`src/rtl/motor_pkg.sv`:
```
// rtl/motor_pkg.sv - shared types and constants for the dual-motor PWM driver
package motor_pkg;

    localparam int SPEED_W = 14;

    localparam logic DIR_FWD = 1'b1;
    localparam logic DIR_REV = 1'b0;

    typedef enum logic [1:0] {
        ST_IDLE = 2'd0,
        ST_RUN  = 2'd1,
        ST_DEAD = 2'd2
    } ch_state_e;

endpackage

```
`src/rtl/motor_pwm_channel.sv`:
```
// rtl/motor_pwm_channel.sv - one H-bridge channel: ramp, reversal dead interval, IN1/IN2 encode
module motor_pwm_channel
    import motor_pkg::*;
#(
    parameter int PWM_PERIOD   = 10000,
    parameter int RAMP_STEP    = 500,
    parameter int DEAD_PERIODS = 2
) (
    input  logic               clk_i,
    input  logic               reset_i,
    input  logic               en_i,
    input  logic [SPEED_W-1:0] cnt_i,
    input  logic               pe_i,
    input  logic [SPEED_W-1:0] speed_i,
    input  logic               dir_i,
    output logic               in1_o,
    output logic               in2_o,
    output logic [SPEED_W-1:0] duty_o,
    output logic               dead_o
);

    localparam int DC_W = (DEAD_PERIODS > 1) ? $clog2(DEAD_PERIODS) : 1;
    localparam logic [SPEED_W:0]  PERIOD_X  = (SPEED_W + 1)'(PWM_PERIOD);
    localparam logic [SPEED_W:0]  RAMP_X    = (SPEED_W + 1)'(RAMP_STEP);
    localparam logic [DC_W-1:0]   DEAD_LAST = DC_W'(DEAD_PERIODS - 1);

    ch_state_e          state_q;
    logic               cur_dir_q;
    logic [SPEED_W-1:0] duty_q;
    logic [DC_W-1:0]    dead_cnt_q;
    logic               in1_q;
    logic               in2_q;

    logic [SPEED_W:0]   target_x;
    logic [SPEED_W:0]   duty_x;
    logic [SPEED_W:0]   ramp_x;
    logic [SPEED_W-1:0] duty_d;
    logic               pwm;

    // One extra bit keeps duty+step and target+step from wrapping near full scale.
    always_comb begin
        duty_x   = {1'b0, duty_q};
        target_x = ({1'b0, speed_i} > PERIOD_X) ? PERIOD_X : {1'b0, speed_i};
        ramp_x   = target_x;
        if (target_x > duty_x + RAMP_X) begin
            ramp_x = duty_x + RAMP_X;
        end else if (duty_x > target_x + RAMP_X) begin
            ramp_x = duty_x - RAMP_X;
        end
        duty_d = ramp_x[SPEED_W-1:0];
    end

    assign pwm = (state_q == ST_RUN) && (cnt_i < duty_q);

    always_ff @(posedge clk_i) begin
        if (reset_i) begin
            state_q    <= ST_IDLE;
            cur_dir_q  <= DIR_FWD;
            duty_q     <= '0;
            dead_cnt_q <= '0;
            in1_q      <= 1'b0;
            in2_q      <= 1'b0;
        end else begin
            in1_q <= en_i && pwm && (cur_dir_q == DIR_FWD);
            in2_q <= en_i && pwm && (cur_dir_q == DIR_REV);
            if (!en_i) begin
                state_q    <= ST_IDLE;
                duty_q     <= '0;
                dead_cnt_q <= '0;
            end else begin
                case (state_q)
                    ST_IDLE: begin
                        state_q   <= ST_RUN;
                        cur_dir_q <= dir_i;
                        duty_q    <= '0;
                    end
                    ST_RUN: begin
                        if (pe_i) begin
                            if (dir_i != cur_dir_q) begin
                                state_q    <= ST_DEAD;
                                duty_q     <= '0;
                                dead_cnt_q <= '0;
                            end else begin
                                duty_q <= duty_d;
                            end
                        end
                    end
                    ST_DEAD: begin
                        // Direction is re-sampled only when the full interval has elapsed.
                        if (pe_i) begin
                            if (dead_cnt_q == DEAD_LAST) begin
                                state_q   <= ST_RUN;
                                cur_dir_q <= dir_i;
                                duty_q    <= '0;
                            end else begin
                                dead_cnt_q <= dead_cnt_q + 1'b1;
                            end
                        end
                    end
                    default: begin
                        state_q <= ST_IDLE;
                        duty_q  <= '0;
                    end
                endcase
            end
        end
    end

    assign in1_o  = in1_q;
    assign in2_o  = in2_q;
    assign duty_o = duty_q;
    assign dead_o = (state_q == ST_DEAD);

endmodule

```
`src/rtl/motor_pwm_driver.sv`:
```
// rtl/motor_pwm_driver.sv - dual H-bridge PWM driver with shared period counter
module motor_pwm_driver
    import motor_pkg::*;
#(
    parameter int PWM_PERIOD   = 10000,
    parameter int RAMP_STEP    = 500,
    parameter int DEAD_PERIODS = 2
) (
    input  logic               clk_50M,
    input  logic               reset,
    input  logic               en,
    input  logic [SPEED_W-1:0] speed_l,
    input  logic               dir_l,
    input  logic [SPEED_W-1:0] speed_r,
    input  logic               dir_r,
    output logic               ain1,
    output logic               ain2,
    output logic               bin1,
    output logic               bin2,
    output logic [SPEED_W-1:0] duty_l,
    output logic [SPEED_W-1:0] duty_r,
    output logic               dead_l,
    output logic               dead_r
);

    localparam logic [SPEED_W-1:0] CNT_LAST = SPEED_W'(PWM_PERIOD - 1);

    logic [SPEED_W-1:0] cnt_q;
    logic               pe;

    assign pe = (cnt_q == CNT_LAST);

    always_ff @(posedge clk_50M) begin
        if (reset || !en) begin
            cnt_q <= '0;
        end else if (pe) begin
            cnt_q <= '0;
        end else begin
            cnt_q <= cnt_q + 1'b1;
        end
    end

    motor_pwm_channel #(
        .PWM_PERIOD  (PWM_PERIOD),
        .RAMP_STEP   (RAMP_STEP),
        .DEAD_PERIODS(DEAD_PERIODS)
    ) u_left (
        .clk_i  (clk_50M),
        .reset_i(reset),
        .en_i   (en),
        .cnt_i  (cnt_q),
        .pe_i   (pe),
        .speed_i(speed_l),
        .dir_i  (dir_l),
        .in1_o  (ain1),
        .in2_o  (ain2),
        .duty_o (duty_l),
        .dead_o (dead_l)
    );

    motor_pwm_channel #(
        .PWM_PERIOD  (PWM_PERIOD),
        .RAMP_STEP   (RAMP_STEP),
        .DEAD_PERIODS(DEAD_PERIODS)
    ) u_right (
        .clk_i  (clk_50M),
        .reset_i(reset),
        .en_i   (en),
        .cnt_i  (cnt_q),
        .pe_i   (pe),
        .speed_i(speed_r),
        .dir_i  (dir_r),
        .in1_o  (bin1),
        .in2_o  (bin2),
        .duty_o (duty_r),
        .dead_o (dead_r)
    );

endmodule

```
`config.mk`:
```
export PLATFORM = sky130hd
export DESIGN_NAME = motor_pwm_driver
export DESIGN_NICKNAME = d
export VERILOG_FILES = /design/src/rtl/motor_pkg.sv /design/src/rtl/motor_pwm_channel.sv /design/src/rtl/motor_pwm_driver.sv
export SDC_FILE = /design/constraint.sdc
export NUM_CORES = 1
export LEC_CHECK = 0
export CAP_MARGIN = 40
export CORE_MARGIN = 4
export CORE_UTILIZATION = 40
export DETAILED_ROUTE_END_ITERATION = 7
export PLACE_DENSITY = 0.64
export SLEW_MARGIN = 20
export SYNTH_ARGS = -nofsm -noshare
export SYNTH_HDL_FRONTEND = slang
export SYNTH_SLANG_ARGS = --single-unit
```
`constraint.sdc`:
```
create_clock -name clk_50M -period 5.5 [get_ports clk_50M]
set_clock_uncertainty 0.15 [all_clocks]
set_input_delay 1.1 -clock clk_50M [delete_from_list [all_inputs] [get_ports clk_50M]]
set_output_delay 1.1 -clock clk_50M [all_outputs]
set_load 0.005 [all_outputs]
```
==> flow_metrics.tcl, run 1 <==
set metrics [dict create \
    tightest_slew_ps 707 \
    synth_mux_area_frac 0.0286 \
    status "completed" \
    via_per_inst 5.52 \
    yosys.area_share.simple 0.235 \
    post_cts_buffers 0 \
    grt_max_degree 22 \
    syn_nets 900 \
    worst_hold_path_type "reg2reg" \
    ys_seq_area_frac 0.183 \
    layout-drive-gt1-share 0.0829 \
    setup_violations 0 \
    grt_pass1_vias 5510 \
    fin_util 0.492 \
    start_util 0.408 \
    synthXorXnorAreaFrac 0.105 \
    async_flop_share 0 \
    hold_viol_final 0 \
    endpoint_kind "flip-flop" \
    die_h_um 130 \
    diodes 0 \
    cts_sinks 54 \
    clk_path_buf_depth 2 \
    firstDrtPassIters 5 \
    clock_latency_ps 310 \
    synth.largest_area_cell "dfxtp_1" \
    drv_slew 0 \
    worst_slack_ps 316 \
    overflow 0 \
    startpoint_type "primary input" \
    ctsRootBufferMaster "clkbuf_16" \
    fmax_ghz 0.193 \
    avgSynthCellArea_um2 7.54 \
    cp_max_fo 14 \
    holdWs_ps 324 \
    synthAdderAreaFrac 0.177 \
    cts_tree "done" \
    syn-cell-area_um2 5910 \
    synth_cell_types 67 \
    synth.top_cell.area_share 0.183 \
    clk_pin_slew_ps 80 \
    power_per_cell_area_nw_per_um2 138 \
    gp_congestion 0.863 \
    rsz0062_at_grt "no" \
    pre_cts_ws_ps -34.9 \
    synth_ff_type "dfxtp_1" \
    synthCells 784 \
    crit_arrival_ps 5220 \
    dpl.hpwl_mm 13.0 \
    area_growth_pct 20.5 \
    required_ps 5540 \
    final.min_clock_period_ps 5180 \
    cap_violations 0 \
    ir_drop_uv 113 \
    grt_usage 0.198 \
    antenna_found_initial 0 \
    drtIter0Drc 353 \
    finalPower_uw 983 \
    critPathKind "in2reg" \
    yosysWarningCount 0 \
    fin_nets 983 \
    slew_headroom 0.527 \
    synth-compound-area-share 0.209 \
    cts_made_buffers 5 \
    io_pins 67 \
    vias 5805 \
    synth_edf_count 0 \
    synth-seq-cells 54 \
    drtAntennaViolNets 0 \
    grt_first_pass_wirelength_mm 27.1 \
    cts_hold_buf 0 \
    finalWirelength_mm 16.3 \
    drc 0 \
    wl_per_cell_um 15.5 \
    cts-htree-levels 2 \
    synth_area_leaders "dfxtp_1, ha_1, xnor2_1" \
    die_w_um 130 \
    synth_top_family_by_area "simple AND/OR/NAND/NOR gates" \
    die_area_um2 16800 \
    period_share 0.943 \
    p_leak_uw 0.00289 \
    core_area_um2 14500 \
    io_buffers 66 \
    num_rows 44 \
]
==> worst max-delay path, cell delays in order <==
cell             delay (ps)
clkdlybuf4s50_1         520
o21a_1                  190
a41oi_1                  70
a31o_2                  270
and2_1                  180
ha_1                    210
nor3_1                  200
nand2_1                 150
o21ai_1                 160
xnor2_1                 130
nand2_1                  80
ha_1                    300
nand2_1                  70
nor2_1                   40
a2111oi_1               300
o21ai_0                 180
a31o_2                  250
nand2_1                 100
buf_12                  160
mux2_2                  330
a21oi_1                 140
o22ai_1                  80
==> cells in the mapped netlist (all sizes together), types with 6 or more instances <==
cell type	count
o21ai	57
a21oi	49
xnor2	53
nor3	33
nor2	63
a31oi	7
ha	83
a211oi	12
nand3	27
nand2b	12
nand2	74
buf	13
or2	6
nand4	10
inv	50
mux2i	9
nor4	6
nor2b	14
and2	13
a22o	7
a21o	11
clkbuf	21
dfxtp	54
o211ai	13
xor2	17
and3	9
mux2	7
==> area by class of cell <==
class | count | area, um2
fillers | 1457 | 7360
multi-input cells | 645 | 4460
flip-flops and latches | 54 | 1080
repair buffers | 110 | 1000
well taps | 184 | 230
clock buffers | 5 | 125
inverters | 51 | 191
clock inverters | 3 | 28.8
==> worst paths after layout <==
| kind | startpoint | to | slack, ps | depth (start not counted) |
|---|---|---|---|---|
| setup / recovery | speed_r[13] | u_right.duty_o[6] | 320 | 22 |
| hold / removal | cnt_q[0] | cnt_q[0] | 320 | 1 |
| setup reg to reg | u_right.duty_o[2] | u_right.duty_o[9] | 1080 | 16 |
| hold reg to reg | cnt_q[0] | cnt_q[0] | 320 | 1 |
==> power by group <==
part / internal (uW) / switching (uW) / leakage (uW)
Sequential: 393 / 4.88 / 0.000436
Combinational: 113 / 119 / 0.00238
Clock: 175 / 177 / 0.0000759
Total: 682 / 301 / 0.00289
==> per-layer routing <==
layer	part of all wire	GRT usage	up-vias
li1	-	-	2961
met1	0.48	0.265	2705
met2	0.47	0.340	119
met3	0.035	0.0264	20
met4	0.015	0.0446	0
met5	0	0	-
==> metrics by stage <==
stage	area [um2]	setup TNS [ps]	instances
floorplan	5910	0	784
global placement	6950	0	1042
detailed placement	6970	-102	1044
CTS	7120	0	1052
global route	7120	0	1052
finish	7120	0	1052
==> flip-flops by register name, indices dropped and copies added (netlist names) <==
| register | cells |
|---|---|
| u_right.state_q | 2 |
| u_right.in2_o | 1 |
| u_right.dead_cnt_q | 1 |
| u_left.in2_o | 1 |
| u_right.in1_o | 1 |
| u_left.duty_o | 14 |
| u_right.duty_o | 14 |
| u_left.dead_cnt_q | 1 |
| cnt_q | 14 |
| u_left.in1_o | 1 |
| u_left.cur_dir_q | 1 |
| u_left.state_q | 2 |
| u_right.cur_dir_q | 1 |
==> logic make-up (layout without fill, tap and decap cells) <==
| family | Yosys count | in the layout |
|---|---|---|
| AO/OA/AOI/OAI | 194 | 194 |
| XOR/XNOR | 70 | 70 |
| adder cells (fa/ha/maj) | 84 | 84 |
| buffers and inverters | 85 | 169 |
| flip-flops | 54 | 54 |
| multiplexers | 16 | 16 |
| AND/OR/NAND/NOR | 281 | 281 |
==> layout by cell type, fill, tap and decap left out, drive strengths merged, types with 3 or more instances in the layout <==
cell           Yosys  final
or3                5      5
mux2               7      7
o22ai              3      3
clkbuf            21      5
nand2b            12     12
nor4               6      6
nand2             74     74
clkdlybuf4s50      0     66
a21oi             49     49
and2              13     13
o211ai            13     13
a22o               7      7
ha                83     83
o2111ai            3      3
o21bai             3      3
a211oi            12     12
nor3              33     33
a21o              11     11
inv               50     51
dfxtp             54     54
and3               9      9
o21ai             57     57
nor3b              5      5
clkinv             1      3
o2bb2ai            3      3
o21a               4      4
nor2              63     63
buf               13     44
nand3             27     27
nand4             10     10
a31oi              7      7
xnor2             53     53
or2                6      6
mux2i              9      9
xor2              17     17
nor2b             14     14
==> timing repair <==
item,CTS,global route
hold endpoints to repair,0,0
setup endpoints to repair,0,6
gates resized for setup,0,2
(Power assumes the default switching activity.)
==> inputs of run 2 (changes only) <==
Settings changed: MAX_ROUTING_LAYER from default to met4.
==> flow_metrics.tcl, run 2 (synthesis results as in run 1) <==
set metrics [dict create \
    cap_violations 0 \
    worst_hold_path_type "reg2reg" \
    startpoint_type "primary input" \
    r2r_start "u_right.duty_o[2]" \
    critPathLaunch "speed_r[13]" \
    r2r_slack_ps 1060 \
    setup_violations 0 \
    vias 5784 \
    status "completed" \
    fin_nets 983 \
    layout.cells.most_common_list "ha_1, nand2_1, clkdlybuf4s50_1, nor2_1" \
    cp_max_fo 14 \
    critPathKind "in2reg" \
    drtAntennaViolNets 0 \
    final.min_clock_period_ps 5170 \
    ir_drop_uv 112 \
    period_share 0.941 \
    required_ps 5540 \
    io_pins 67 \
    finalWirelength_mm 16.3 \
    firstDrtPassIters 5 \
    drc 0 \
    diodes 0 \
    rsz0062_at_grt "no" \
    cts-htree-levels 2 \
    p_leak_uw 0.00289 \
    start_util 0.408 \
    core_area_um2 14500 \
    ctsRootBufferMaster "clkbuf_16" \
    gp_congestion 0.877 \
    antenna_found_initial 0 \
    worst_r2r_endpoint "u_right.duty_o[9]" \
    grt_pass1_vias 5511 \
    hold_depth 1 \
    finalPower_uw 982 \
    wl_per_cell_um 15.5 \
    overflow 0 \
    worst_slack_ps 326 \
    layout_commonest_cell "ha_1" \
    hold_viol_final 0 \
    cts_tree "done" \
    grt_max_degree 22 \
    pre_cts_ws_ps -34.9 \
    io_buffers 66 \
    whs_endpoint "cnt_q[0]" \
    clk_pin_slew_ps 80 \
    drtIter0Drc 347 \
    num_rows 44 \
    fin_util 0.492 \
    clk_path_buf_depth 2 \
    via_per_inst 5.50 \
    layout-drive-gt1-share 0.0829 \
    die_h_um 130 \
    die_area_um2 16800 \
    ff2ff_path_depth 16 \
    tightest_slew_ps 706 \
    clock_latency_ps 310 \
    area_growth_pct 20.5 \
    slew_headroom 0.528 \
    drv_slew 0 \
    grt_usage 0.204 \
    fmax_ghz 0.193 \
    dpl.hpwl_mm 13.0 \
    endpoint_kind "flip-flop" \
    cts_sinks 54 \
    die_w_um 130 \
    hold_path.startpoint "cnt_q[0]" \
    post_cts_buffers 0 \
    power_per_cell_area_nw_per_um2 138 \
    crit_arrival_ps 5210 \
    cts_made_buffers 5 \
    grt_first_pass_wirelength_mm 27.1 \
]
[run 2: cell counts in the layout (fill, tap and decap cells not counted)]
No cell type changed its count.
[run 2: power breakdown]
part	switching, uW	total, uW	internal (uW)
Sequential	4.85	398	393
Combinational	119	232	113
Clock	177	351	175
Total	301	982	682
[run 2: area by class of cell]
type	instances	area (um2)
repair buffers	110	1000
inverters	51	191
fillers	1457	7360
clock buffers	5	125
flip-flops and latches	54	1080
clock inverters	3	28.8
multi-input cells	645	4460
well taps	184	230
[run 2: stage by stage]
stage	TNS, ps	hold WS (ps)	area, um2	cells
3_3_place_gp	0	304	6950	1042
2_1_floorplan	0	281	5910	784
4_1_cts	0	328	7120	1052
5_1_grt	0	359	7120	1052
6_report	0	324	7120	1052
3_5_place_dp	-102	308	6970	1044
[run 2: repair_timing]
action                                  4_1_cts  5_1_grt
endpoints found under the setup margin        0        6
hold buffers                                  0        0
resized for setup                             0        2
endpoints found under the hold margin         0        0
[run 2: critical path: stages]
cell	delay, ps
clkdlybuf4s50_1	520
o21a_1	190
a41oi_1	70
a31o_2	270
and2_1	180
ha_1	210
nor3_1	200
nand2_1	150
o21ai_1	160
xnor2_1	130
nand2_1	80
ha_1	300
nand2_1	70
nor2_1	40
a2111oi_1	300
o21ai_0	180
a31o_2	240
nand2_1	100
buf_12	160
mux2_2	330
a21oi_1	140
o22ai_1	80
[run 2: how the worst max path moves through the flow]
stage,end,depth (start not counted),slack (ps)
after CTS,u_right.duty_o[6],22,280
after global routing,u_right.duty_o[7],22,7
final,u_right.duty_o[6],22,330
after global placement,u_right.duty_o[6],22,60
after floorplan,u_right.duty_o[6],22,210
after detailed placement,u_right.duty_o[6],22,-30
[run 2: routing by layer]
metal | vias to the layer above | part of all wire | track usage
li1 | 2963 | - | -
met1 | 2669 | 0.48 | 0.265
met2 | 132 | 0.47 | 0.340
met3 | 20 | 0.038 | 0.0251
met4 | 0 | 0.015 | 0.0446
met5 | - | 0 | -
==> inputs of run 3 (changes only) <==
Settings changed: GPL_ROUTABILITY_DRIVEN from default to 0.
==> results of run 3 <==
No change in the layout: final DEF, timing and power equal those of run 2.
